===== src/rtl/fxp_alu_seq.sv =====
// Sequential sign-magnitude fixed-point ALU: single-pass add/sub, shift-add multiply,
// restoring divide, with saturation and divide-by-zero reporting.
module fxp_alu_seq #(
    parameter int N = 32,
    parameter int Q = 15
) (
    input  logic         clk,
    input  logic         rst,
    input  logic         start,
    input  logic [N-1:0] a,
    input  logic [N-1:0] b,
    input  logic [1:0]   opcode,
    output logic [N-1:0] c,
    output logic         done_flag,
    output logic         busy,
    output logic         ovf,
    output logic         div0
);

    // state | meaning
    // IDLE  | waiting for start, c/ovf/div0 hold last result
    // CALC  | operands latched, iterating until the counter reaches terminal count

    localparam int M  = N - 1;
    localparam int PW = 2 * N - 2;
    localparam int DW = N - 1 + Q;
    localparam int CW = $clog2(N + Q + 1);

    localparam logic [1:0] OP_ADD = 2'b00;
    localparam logic [1:0] OP_SUB = 2'b01;
    localparam logic [1:0] OP_MUL = 2'b10;
    localparam logic [1:0] OP_DIV = 2'b11;

    localparam logic [M-1:0] MAX_MAG = '1;

    typedef enum logic {IDLE, CALC} state_t;

    state_t         state;
    logic [1:0]     op;
    logic           sa, sb, zb;
    logic [M-1:0]   ma, mb, rem;
    logic [PW-1:0]  acc;
    logic [DW-1:0]  dq;
    logic [CW-1:0]  cnt;

    logic           sb_eff;
    logic [N-1:0]   add_sum;
    logic [N-1:0]   div_rt;
    logic           div_ge;
    logic [M-1:0]   div_diff;
    logic           res_sign, res_ovf, res_div0;
    logic [M-1:0]   res_mag;
    logic           accept;
    logic           unused_mul_lsbs;

    // Counter is loaded with L-1; the edge that finds it at zero publishes the result.
    function automatic logic [CW-1:0] lat_m1(input logic [1:0] op_i, input logic bzero);
        case (op_i)
            OP_MUL:  return CW'(N - 1);
            OP_DIV:  return bzero ? CW'(1) : CW'(N + Q - 1);
            default: return CW'(1);
        endcase
    endfunction

    // The finishing edge may also accept a new request, so held start streams operations.
    assign accept = start && ((state == IDLE) || (cnt == '0));

    assign unused_mul_lsbs = ^acc[Q-1:0];

    always_comb begin
        sb_eff   = (op == OP_SUB) ? ~sb : sb;
        add_sum  = {1'b0, ma} + {1'b0, mb};
        div_rt   = {rem, dq[DW-1]};
        div_ge   = div_rt >= {1'b0, mb};
        div_diff = div_rt[M-1:0] - mb;
        res_sign = 1'b0;
        res_mag  = '0;
        res_ovf  = 1'b0;
        res_div0 = 1'b0;
        case (op)
            OP_MUL: begin
                res_sign = sa ^ sb;
                if (|acc[PW-1:M+Q]) begin
                    res_mag = MAX_MAG;
                    res_ovf = 1'b1;
                end else begin
                    res_mag = acc[M+Q-1:Q];
                end
            end
            OP_DIV: begin
                res_sign = sa ^ sb;
                if (zb) begin
                    res_mag  = MAX_MAG;
                    res_div0 = 1'b1;
                end else if (|dq[DW-1:M]) begin
                    res_mag = MAX_MAG;
                    res_ovf = 1'b1;
                end else begin
                    res_mag = dq[M-1:0];
                end
            end
            default: begin
                if (sa == sb_eff) begin
                    res_sign = sa;
                    if (add_sum[N-1]) begin
                        res_mag = MAX_MAG;
                        res_ovf = 1'b1;
                    end else begin
                        res_mag = add_sum[M-1:0];
                    end
                end else if (ma >= mb) begin
                    res_sign = sa;
                    res_mag  = ma - mb;
                end else begin
                    res_sign = sb_eff;
                    res_mag  = mb - ma;
                end
            end
        endcase
        if (res_mag == '0)
            res_sign = 1'b0;
    end

    always_ff @(posedge clk or posedge rst) begin
        if (rst) begin
            state     <= IDLE;
            op        <= OP_ADD;
            sa        <= 1'b0;
            sb        <= 1'b0;
            zb        <= 1'b0;
            ma        <= '0;
            mb        <= '0;
            rem       <= '0;
            acc       <= '0;
            dq        <= '0;
            cnt       <= '0;
            c         <= '0;
            done_flag <= 1'b0;
            busy      <= 1'b0;
            ovf       <= 1'b0;
            div0      <= 1'b0;
        end else begin
            done_flag <= 1'b0;
            if (state == CALC) begin
                if (cnt == '0) begin
                    c         <= {res_sign, res_mag};
                    ovf       <= res_ovf;
                    div0      <= res_div0;
                    done_flag <= 1'b1;
                    busy      <= 1'b0;
                    state     <= IDLE;
                end else begin
                    cnt <= cnt - 1'b1;
                    if (op == OP_MUL) begin
                        acc <= (acc << 1) + (mb[M-1] ? {{(PW-M){1'b0}}, ma} : '0);
                        mb  <= mb << 1;
                    end else if (op == OP_DIV && !zb) begin
                        if (div_ge) begin
                            rem <= div_diff;
                            dq  <= {dq[DW-2:0], 1'b1};
                        end else begin
                            rem <= div_rt[M-1:0];
                            dq  <= {dq[DW-2:0], 1'b0};
                        end
                    end
                end
            end
            if (accept) begin
                op    <= opcode;
                sa    <= a[N-1];
                sb    <= b[N-1];
                ma    <= a[M-1:0];
                mb    <= b[M-1:0];
                zb    <= (opcode == OP_DIV) && (b[M-1:0] == '0);
                acc   <= '0;
                rem   <= '0;
                dq    <= {a[M-1:0], {Q{1'b0}}};
                cnt   <= lat_m1(opcode, b[M-1:0] == '0);
                busy  <= 1'b1;
                state <= CALC;
            end
        end
    end

endmodule

===== config.mk =====
export PLATFORM = sky130hd
export DESIGN_NAME = fxp_alu_seq
export DESIGN_NICKNAME = d
export VERILOG_FILES = /design/src/rtl/fxp_alu_seq.sv
export SDC_FILE = /design/constraint.sdc
export NUM_CORES = 1
export LEC_CHECK = 0
export CAP_MARGIN = 30
export CORE_MARGIN = 5
export CORE_UTILIZATION = 30
export CTS_CLUSTER_SIZE = 25
export DETAILED_ROUTE_END_ITERATION = 10
export PLACE_DENSITY_LB_ADDON = 0.15
export SLEW_MARGIN = 30
export SYNTH_ARGS = -nofsm -noshare
export SYNTH_HDL_FRONTEND = slang
export SYNTH_SLANG_ARGS = --single-unit

===== constraint.sdc =====
create_clock -name clk -period 7.95 [get_ports clk]
set_input_delay 1.59 -clock clk [delete_from_list [all_inputs] [get_ports clk]]
set_output_delay 1.59 -clock clk [all_outputs]
set_load 0.005 [all_outputs]

==> flow_summary.toml, run 1 <==
[status]
outcome = "completed"

[setup_path]
crit_path_start_kind = "flop"
cpMostUsedCell = "o211ai_1"
r2r-start = "ma[1]"
path_class = "flop to flop"
cp.required_ps = 8370
crit_start = "ma[1]"
slowest_stage = "a21oi_1"
arrival_ps = 5490
reg2reg_slack_ps = 2880
worst_r2r_path_depth = 15
max_stage_delay_ps = 660
r2r-end = "c[31]"
cp_num_buf_inv = 2
endpoint_kind = "flop"
crit_family = "compound AO/OA/AOI/OAI gates"
critical_path.cell_chain = "inv_1 > ha_1 > nor2b_1 > o211ai_1 > a2111oi_2 > nor3_4 > o211ai_1 > a21oi_1 > buf_4 > nand2b_1 > o2111a_1 > a41oi_1 > nand2_1 > nor4_1 > a31oi_1"
path_max_fanout = 9

[yosys]
yosys.cell_types.count = 98
synthCells = 2464
yosys_register_bits = 249
syn-cell-area_sq_mm = 0.0198
yosysTopAreaCellShare = 0.314
synth.yosys.seq_area_share = 0.314
synthArstFlopShare = 1.00
synthTopCellsByArea = "dfrtp_1, ha_1, nand2_1"
yosys_most_used_dff = "dfrtp_1"
ys_warn_count = 0
yosysTopAreaCell = "dfrtp_1"
syn_nets = 2695
syn_avg_cell_area_sq_um = 8.05
synth_edf_count = 0

[floorplanning]
io_pins = 105
die_h_um = 267
start_util = 0.302
die-area_sq_mm = 0.0714
core_region_area_sq_mm = 0.0656
die_x_um = 267
rows = 94

[finish]
multiInputGateArea_sq_mm = 0.0126
final_nets = 2729
drive_gt1_frac = 0.0582
synthToLayoutAreaGrowth_pct = 15.5
ff_latch_area_sq_mm = 0.00623
post-route-util = 0.349
n_fill_cell = 6915

[grt]
grt_pass1_vias = 18516
antenna_found_initial = 1
grt_pass1_wl_um = 124000
grt_use_total = 0.229
overflow = 0
grt_max_degree = 137

[clocking]
post_cts_resized = 0
cts_buffer_depth = 3
cts_tree = "yes"
cts.sinks = 249
clk_pin_slew_ps = 60
cts_buffers = 34
post_cts_buffers = 0
cts_root_buf = "clkbuf_16"
clk_latency_ps = 560
ctsHoldBuffers = 0
htreeDepth = 2

[timing]
max-slew-margin-rel = 0.302
setup_tns_ps = 0
max_freq_mhz = 197
final-hold-violation-count = 0
rsz0062_at_grt = "false"
timing.final.crit_share = 0.637
fin_crit_ps = 5070
setup_violations = 0
holdWs_ps = 480
max_slew.worst_pin.slew_ps = 1030
finClkSkew_ps = 34.4
slew_violations = 0

[hold_path]
hold_path_depth = 2
min_path_type = "flop to flop"
min_from = "c[22]"
hold_path_end = "c[22]"

[routing]
drt-total-wl_um = 84600
via_per_inst = 5.70
via_count = 19332
avgRoutedWirePerCell_um = 25.0
firstDrtPassIters = 6
antenna_left = 0
route.detailed.drc = 0
drt_iter0_drc = 1786

[placement]
gp_congestion = 0.976
io_buffers = 104
dpl.hpwl_um = 66600

[flow_run]
cap_violations = 0
==> cells in the mapped netlist, types with 40 or more instances <==
master	number
dfrtp_1	249
nand2_1	359
o21ai_0	226
a21o_1	46
inv_1	121
nand3_1	53
a31oi_1	49
nor3_1	40
nor2_1	192
clkbuf_1	90
xnor2_1	74
mux2i_1	57
a21oi_1	165
ha_1	157
==> cell families after synthesis <==
kind of cell,count (synthesis),share of synthesized area
compound gates,802,0.262
xor+xnor,101,0.0446
fa+ha+maj,162,0.104
buf+inv,261,0.0532
flops,249,0.314
mux,65,0.0333
simple gates,824,0.188
==> layer usage <==
metal	global-route usage	wire, um
met5	0	0
met3	0.0326	5100
met2	0.338	36000
met4	0.0890	3790
met1	0.336	39800
==> state kept, by name, summed over array words and instances (netlist names) <==
signal and count:
sb 1, c 32, cnt 6, rem 31, acc 62, sa 1
done_flag 1, dq 46, div0 1, state 1, mb 31, zb 1
busy 1, ovf 1, op 2, ma 31
==> cells in the final DEF (no fill, tap or decap), types with 12 or more instances in the layout <==
cell | Yosys | layout
nor2b_1 | 20 | 20
nand4_1 | 34 | 34
o21ai_1 | 15 | 15
xnor2_1 | 74 | 73
a22oi_1 | 21 | 21
buf_4 | 4 | 21
xor2_1 | 27 | 26
o31ai_1 | 24 | 24
or3_1 | 21 | 19
a21oi_1 | 165 | 164
nor3_1 | 40 | 38
a22o_1 | 19 | 19
o21bai_1 | 24 | 24
nand3_1 | 53 | 53
a211oi_1 | 20 | 20
mux2i_1 | 57 | 57
o211ai_1 | 22 | 22
clkdlybuf4s50_1 | 0 | 104
nand2_1 | 359 | 357
clkbuf_16 | 0 | 35
a31oi_1 | 49 | 49
dfrtp_1 | 249 | 248
ha_1 | 157 | 157
o22ai_1 | 23 | 23
inv_1 | 121 | 120
o21ai_0 | 226 | 226
nor2_1 | 192 | 190
nor4_1 | 25 | 25
o21a_1 | 20 | 20
and3_1 | 12 | 12
nand2b_1 | 23 | 23
a21o_1 | 46 | 46
==> final cells by class <==
| cell class | instances | area share |
|---|---|---|
| Inverter | 131 | 0.0216 |
| Clock buffer | 49 | 0.0449 |
| Tap cell | 864 | 0.0472 |
| Clock inverter | 13 | 0.00710 |
| Timing Repair Buffer | 128 | 0.0556 |
| Antenna cell | 1 | 0.000109 |
| Sequential cell | 249 | 0.272 |
| Multi-Input combinational cell | 1954 | 0.551 |
==> worst min-delay path, stage by stage, from the launching register on <==
cell     delay [ps]
dfrtp_1         340
nand2_1          50
nand2_1          50
==> how the worst max path moves through the flow <==
stage	endpoint	slack [ps]	cells past startpoint
floorplan	acc[0]	3090	1
global route	c[31]	2590	14
finish	c[31]	2880	15
global placement	c[31]	2870	14
detailed placement	c[31]	2830	14
CTS	c[31]	2820	14
==> stage by stage <==
step                      std cells  instance area [sq um]  setup WS [ps]
after floorplan                2464                  19800           3090
after global placement         3324                  21600           2870
after detailed placement       3325                  21700           2830
after CTS                      3387                  22900           2820
after global routing           3388                  22900           2590
final                          3389                  22900           2880
Power of run 1 is left out: the tool's default activity adds up to more than one toggle a clock period on the data nets, which glitch-free logic cannot reach.
==> run 2, diff against run 1 <==
clock period = 4.95 ns   (was 7.95 ns; I/O delays follow)
==> flow_summary.toml, run 2 (same netlist as run 1, synthesis figures left out) <==
[setup_path]
path_class = "flop to flop"
endpoint_kind = "flop"
crit_path_start_kind = "flop"
arrival_ps = 5170
path_max_fanout = 14
cp.required_ps = 5430

[grt]
overflow = 0
grt_use_total = 0.228
grt_pass1_wl_um = 125000
grt_pass1_vias = 18659
antenna_found_initial = 1
grt_max_degree = 92

[clocking]
cts_buffers = 31
ctsHoldBuffers = 0
cts_tree = "yes"
post_cts_resized = 0
clk_pin_slew_ps = 60
post_cts_buffers = 0
clk_latency_ps = 610
cts_root_buf = "clkbuf_16"
cts.sinks = 249
cts_buffer_depth = 3
htreeDepth = 1

[routing]
via_per_inst = 5.65
drt-total-wl_um = 84500
route.detailed.drc = 0
antenna_left = 0
avgRoutedWirePerCell_um = 24.5
drt_iter0_drc = 1951
firstDrtPassIters = 5
via_count = 19495

[timing]
setup_tns_ps = 0
timing.final.crit_share = 0.946
slew_violations = 0
max_freq_mhz = 214
max_slew.worst_pin.slew_ps = 922
finClkSkew_ps = 21.2
fin_crit_ps = 4680
rsz0062_at_grt = "false"
max-slew-margin-rel = 0.379
final-hold-violation-count = 0
setup_violations = 0

[finish]
largest_reg_flops = 62
final_common_cell = "nand2_1"
regMostFlops = "acc"
top_regs = "acc x62, dq x46, c x32"
ff_latch_area_sq_mm = 0.00623
drive_gt1_frac = 0.0808
n_fill_cell = 6888
layout_common_cells = "nand2_1, dfrtp_1, o21ai_0, nor2_1, a21oi_1"
multiInputGateArea_sq_mm = 0.0126
synthToLayoutAreaGrowth_pct = 17.6
final_nets = 2795
diodes = 0

[placement]
dpl.hpwl_um = 67200
io_buffers = 104
gp_congestion = 0.958

[floorplanning]
start_util = 0.302
core_region_area_sq_mm = 0.0656
rows = 94
die-area_sq_mm = 0.0714
die_h_um = 267
die_x_um = 267
io_pins = 105

[status]
outcome = "completed"

[hold_path]
min_path_type = "flop to flop"

[flow_run]
cap_violations = 0
run 2: changes by cell type in the layout (fill, tap and decap cells not counted), moves of 2 or more:
cell,change
buf_12,+3
buf_4,+67
clkbuf_1,+2
clkbuf_16,-4
clkbuf_8,-3
inv_6,-2
run 2: stage by stage:
step / util / instance area (sq um) / hold slack, ps / worst slack [ps] / std cells
after floorplan: - / 19800 / 443 / 686 / 2464
after global placement: 0.338 / 22200 / 462 / 191 / 3394
after detailed placement: 0.338 / 22200 / 465 / 223 / 3394
after CTS: 0.355 / 23300 / 487 / 211 / 3450
after global routing: 0.355 / 23300 / 517 / 6.08 / 3451
final: 0.355 / 23300 / 480 / 266 / 3451
run 2: final cells by class:
class / instances / share of cell area
multi-input combinational: 1954 / 0.542
clock inverter: 12 / 0.00762
sequential: 249 / 0.267
clock buffer: 44 / 0.0384
inverter: 131 / 0.0212
tap: 864 / 0.0463
timing repair buffer: 197 / 0.0776
run 2: worst paths after layout:
path,startpoint,endpoint,slack [ps],depth (start not counted)
worst max-delay path,ma[10],c[31],270,14
worst min-delay path,c[17],c[17],480,2
worst max register to register,ma[10],c[31],270,14
worst min register to register,c[17],c[17],480,2
max in group asynchronous,rst,rem[0],3210,4
min in group asynchronous,rst,acc[46],750,2
run 2: metal layers:
layer | global-route usage | wire length (um)
met4 | 0.0511 | 2040
met3 | 0.0281 | 4820
met2 | 0.354 | 37100
met5 | 0 | 0
met1 | 0.340 | 40500
run 2: critical path: stages, from the launching register on:
cell	delay (ps)
dfrtp_1	370
inv_1	130
ha_1	590
inv_2	140
a21oi_1	480
a21oi_1	200
nor3_4	410
o211ai_1	230
a31oi_4	510
a41o_1	260
a311o_1	250
nand4b_1	110
or4_1	480
nor4_1	280
a31oi_1	120
Power of run 2 is left out for the same reason.
==> run 3, diff against run 2 <==
MAX_ROUTING_LAYER = met4   (was not set)
clock period = 3.88 ns   (was 4.95 ns; I/O delays follow)
==> flow_summary.toml, run 3 (same netlist as run 1, synthesis figures left out) <==
[setup_path]
r2r-start = "mb[7]"
crit_path_start_kind = "flop"
crit_end = "c[31]"
slowest_stage = "or4_4"
critical_path.cell_chain = "ha_4 > buf_4 > buf_4 > nand3_1 > buf_4 > o21ai_1 > buf_4 > nor3_1 > buf_4 > or3_1 > a21oi_1 > o21ai_0 > a21oi_2 > o311ai_2 > or4_4 > nor4_4 > a31oi_1"
crit_family = "simple AND/OR/NAND/NOR gates"
path_class = "flop to flop"
reg2reg_slack_ps = -40
max_stage_delay_ps = 580
r2r-end = "c[31]"
cpMostUsedCell = "buf_4"
cp_num_buf_inv = 5
arrival_ps = 4360
worst_r2r_path_depth = 17
path_max_fanout = 6
crit_start = "mb[7]"
cp.required_ps = 4320
endpoint_kind = "flop"
cp_num_cells = 17

[finish]
diodes = 0
final_common_cell = "buf_4"
drive_gt1_frac = 0.250
final_nets = 3209
largest_reg_flops = 62
stdcell_area_sq_mm = 0.0275
synthToLayoutAreaGrowth_pct = 38.5
n_fill_cell = 6693
post-route-util = 0.419
layout_common_cells = "buf_4, nand2_1, dfrtp_1, o21ai_0, nor2_1"
regMostFlops = "acc"
top_regs = "acc x62, dq x46, c x32"

[grt]
grt_max_degree = 82
grt_use_total = 0.248
grt_pass1_wl_um = 132000
overflow = 0
antenna_found_initial = 1
grt_pass1_vias = 20220

[clocking]
htreeDepth = 2
cts.sinks = 249
clk_pin_slew_ps = 60
cts_root_buf = "clkbuf_16"
ctsHoldBuffers = 0
cts_buffer_depth = 3
cts_tree = "yes"
clk_latency_ps = 570
cts_buffers = 34

[placement]
gp_congestion = 0.967
place_area_sq_mm = 0.0251
dp_worst_setup_slack_ps = -453
io_buffers = 104
dpl.hpwl_um = 72100

[floorplanning]
core_region_area_sq_mm = 0.0656
rows = 94
die-area_sq_mm = 0.0714
die_x_um = 267
die_h_um = 267
io_pins = 105
start_util = 0.302

[timing]
max_freq_mhz = 255
setup_ws_ps = -41.7
timing.final.crit_share = 1.01
final-hold-violation-count = 0
rsz0062_at_grt = "true"
finClkSkew_ps = 30.1
setup_violations = 1
slew_violations = 0
fin_crit_ps = 3920
max_slew.worst_pin.slew_ps = 783
max-slew-margin-rel = 0.476

[routing]
drt_iter0_drc = 1645
drt-total-wl_um = 89500
via_per_inst = 5.42
via_count = 20947
firstDrtPassIters = 5
route.detailed.drc = 0
avgRoutedWirePerCell_um = 23.1
antenna_left = 0

[status]
outcome = "complete, but fails checks"
violations = "setup timing"

[hold_path]
min_path_type = "flop to flop"

[flow_run]
cap_violations = 0
## run 3: cell count changes in the layout (fill, tap and decap cells not counted), sizes merged
cell	previous run	this run
buf	93	503
clkinv	7	14
clkbuf	44	46
a31oi	50	51
bufinv	4	3
clkinvlp	2	1
inv	130	129
## run 3: what timing repair did
action | 4_1_cts | 5_1_grt
gates resized for setup | 32 | 156
pin swaps | 6 | 56
cloned | 0 | 1
buffers inserted | 6 | 28
setup endpoints to repair | 35 | 76
## run 3: layer usage
metal  global-route usage  part of all wire  vias to the layer above  routed length (um)
li1                     -                 -                     9919                   -
met1                0.356              0.48                    10316               42600
met2                0.379              0.45                      608               40000
met3               0.0292             0.052                      104                4660
met4               0.0547             0.024                        0                2160
met5                    -                 0                        -                   0
## run 3: how the worst min path moves through the flow
stage / from / to / depth (start not counted)
after floorplan: acc[61] / acc[61] / 2
after CTS: c[9] / c[9] / 2
after global placement: acc[61] / acc[61] / 2
after global routing: c[22] / c[22] / 2
final: c[22] / c[22] / 2
after detailed placement: c[9] / c[9] / 2
## run 3: per-stage QoR
stage | cells | TNS, ps | hold WS (ps)
after floorplan | 2464 | -42260 | 443
after global placement | 3772 | -2170 | 462
after detailed placement | 3772 | -4100 | 464
after CTS | 3840 | -99.0 | 478
after global routing | 3868 | -173 | 495
final | 3868 | -41.7 | 471
## run 3: cell type report
class / instances / area (sq um) / area share
multi-input cells: 1955 / 13400 / 0.489
flip-flops and latches: 249 / 6240 / 0.227
repair buffers: 607 / 5060 / 0.184
well taps: 864 / 1080 / 0.0393
clock buffers: 46 / 956 / 0.0348
inverters: 131 / 495 / 0.0180
clock inverters: 16 / 206 / 0.00751
## run 3: tightest hold or removal path: stages (launching register included)
cell and delay (ps):
dfrtp_1 340, nand2_1 50, nand2_1 50
Power of run 3 is left out for the same reason.
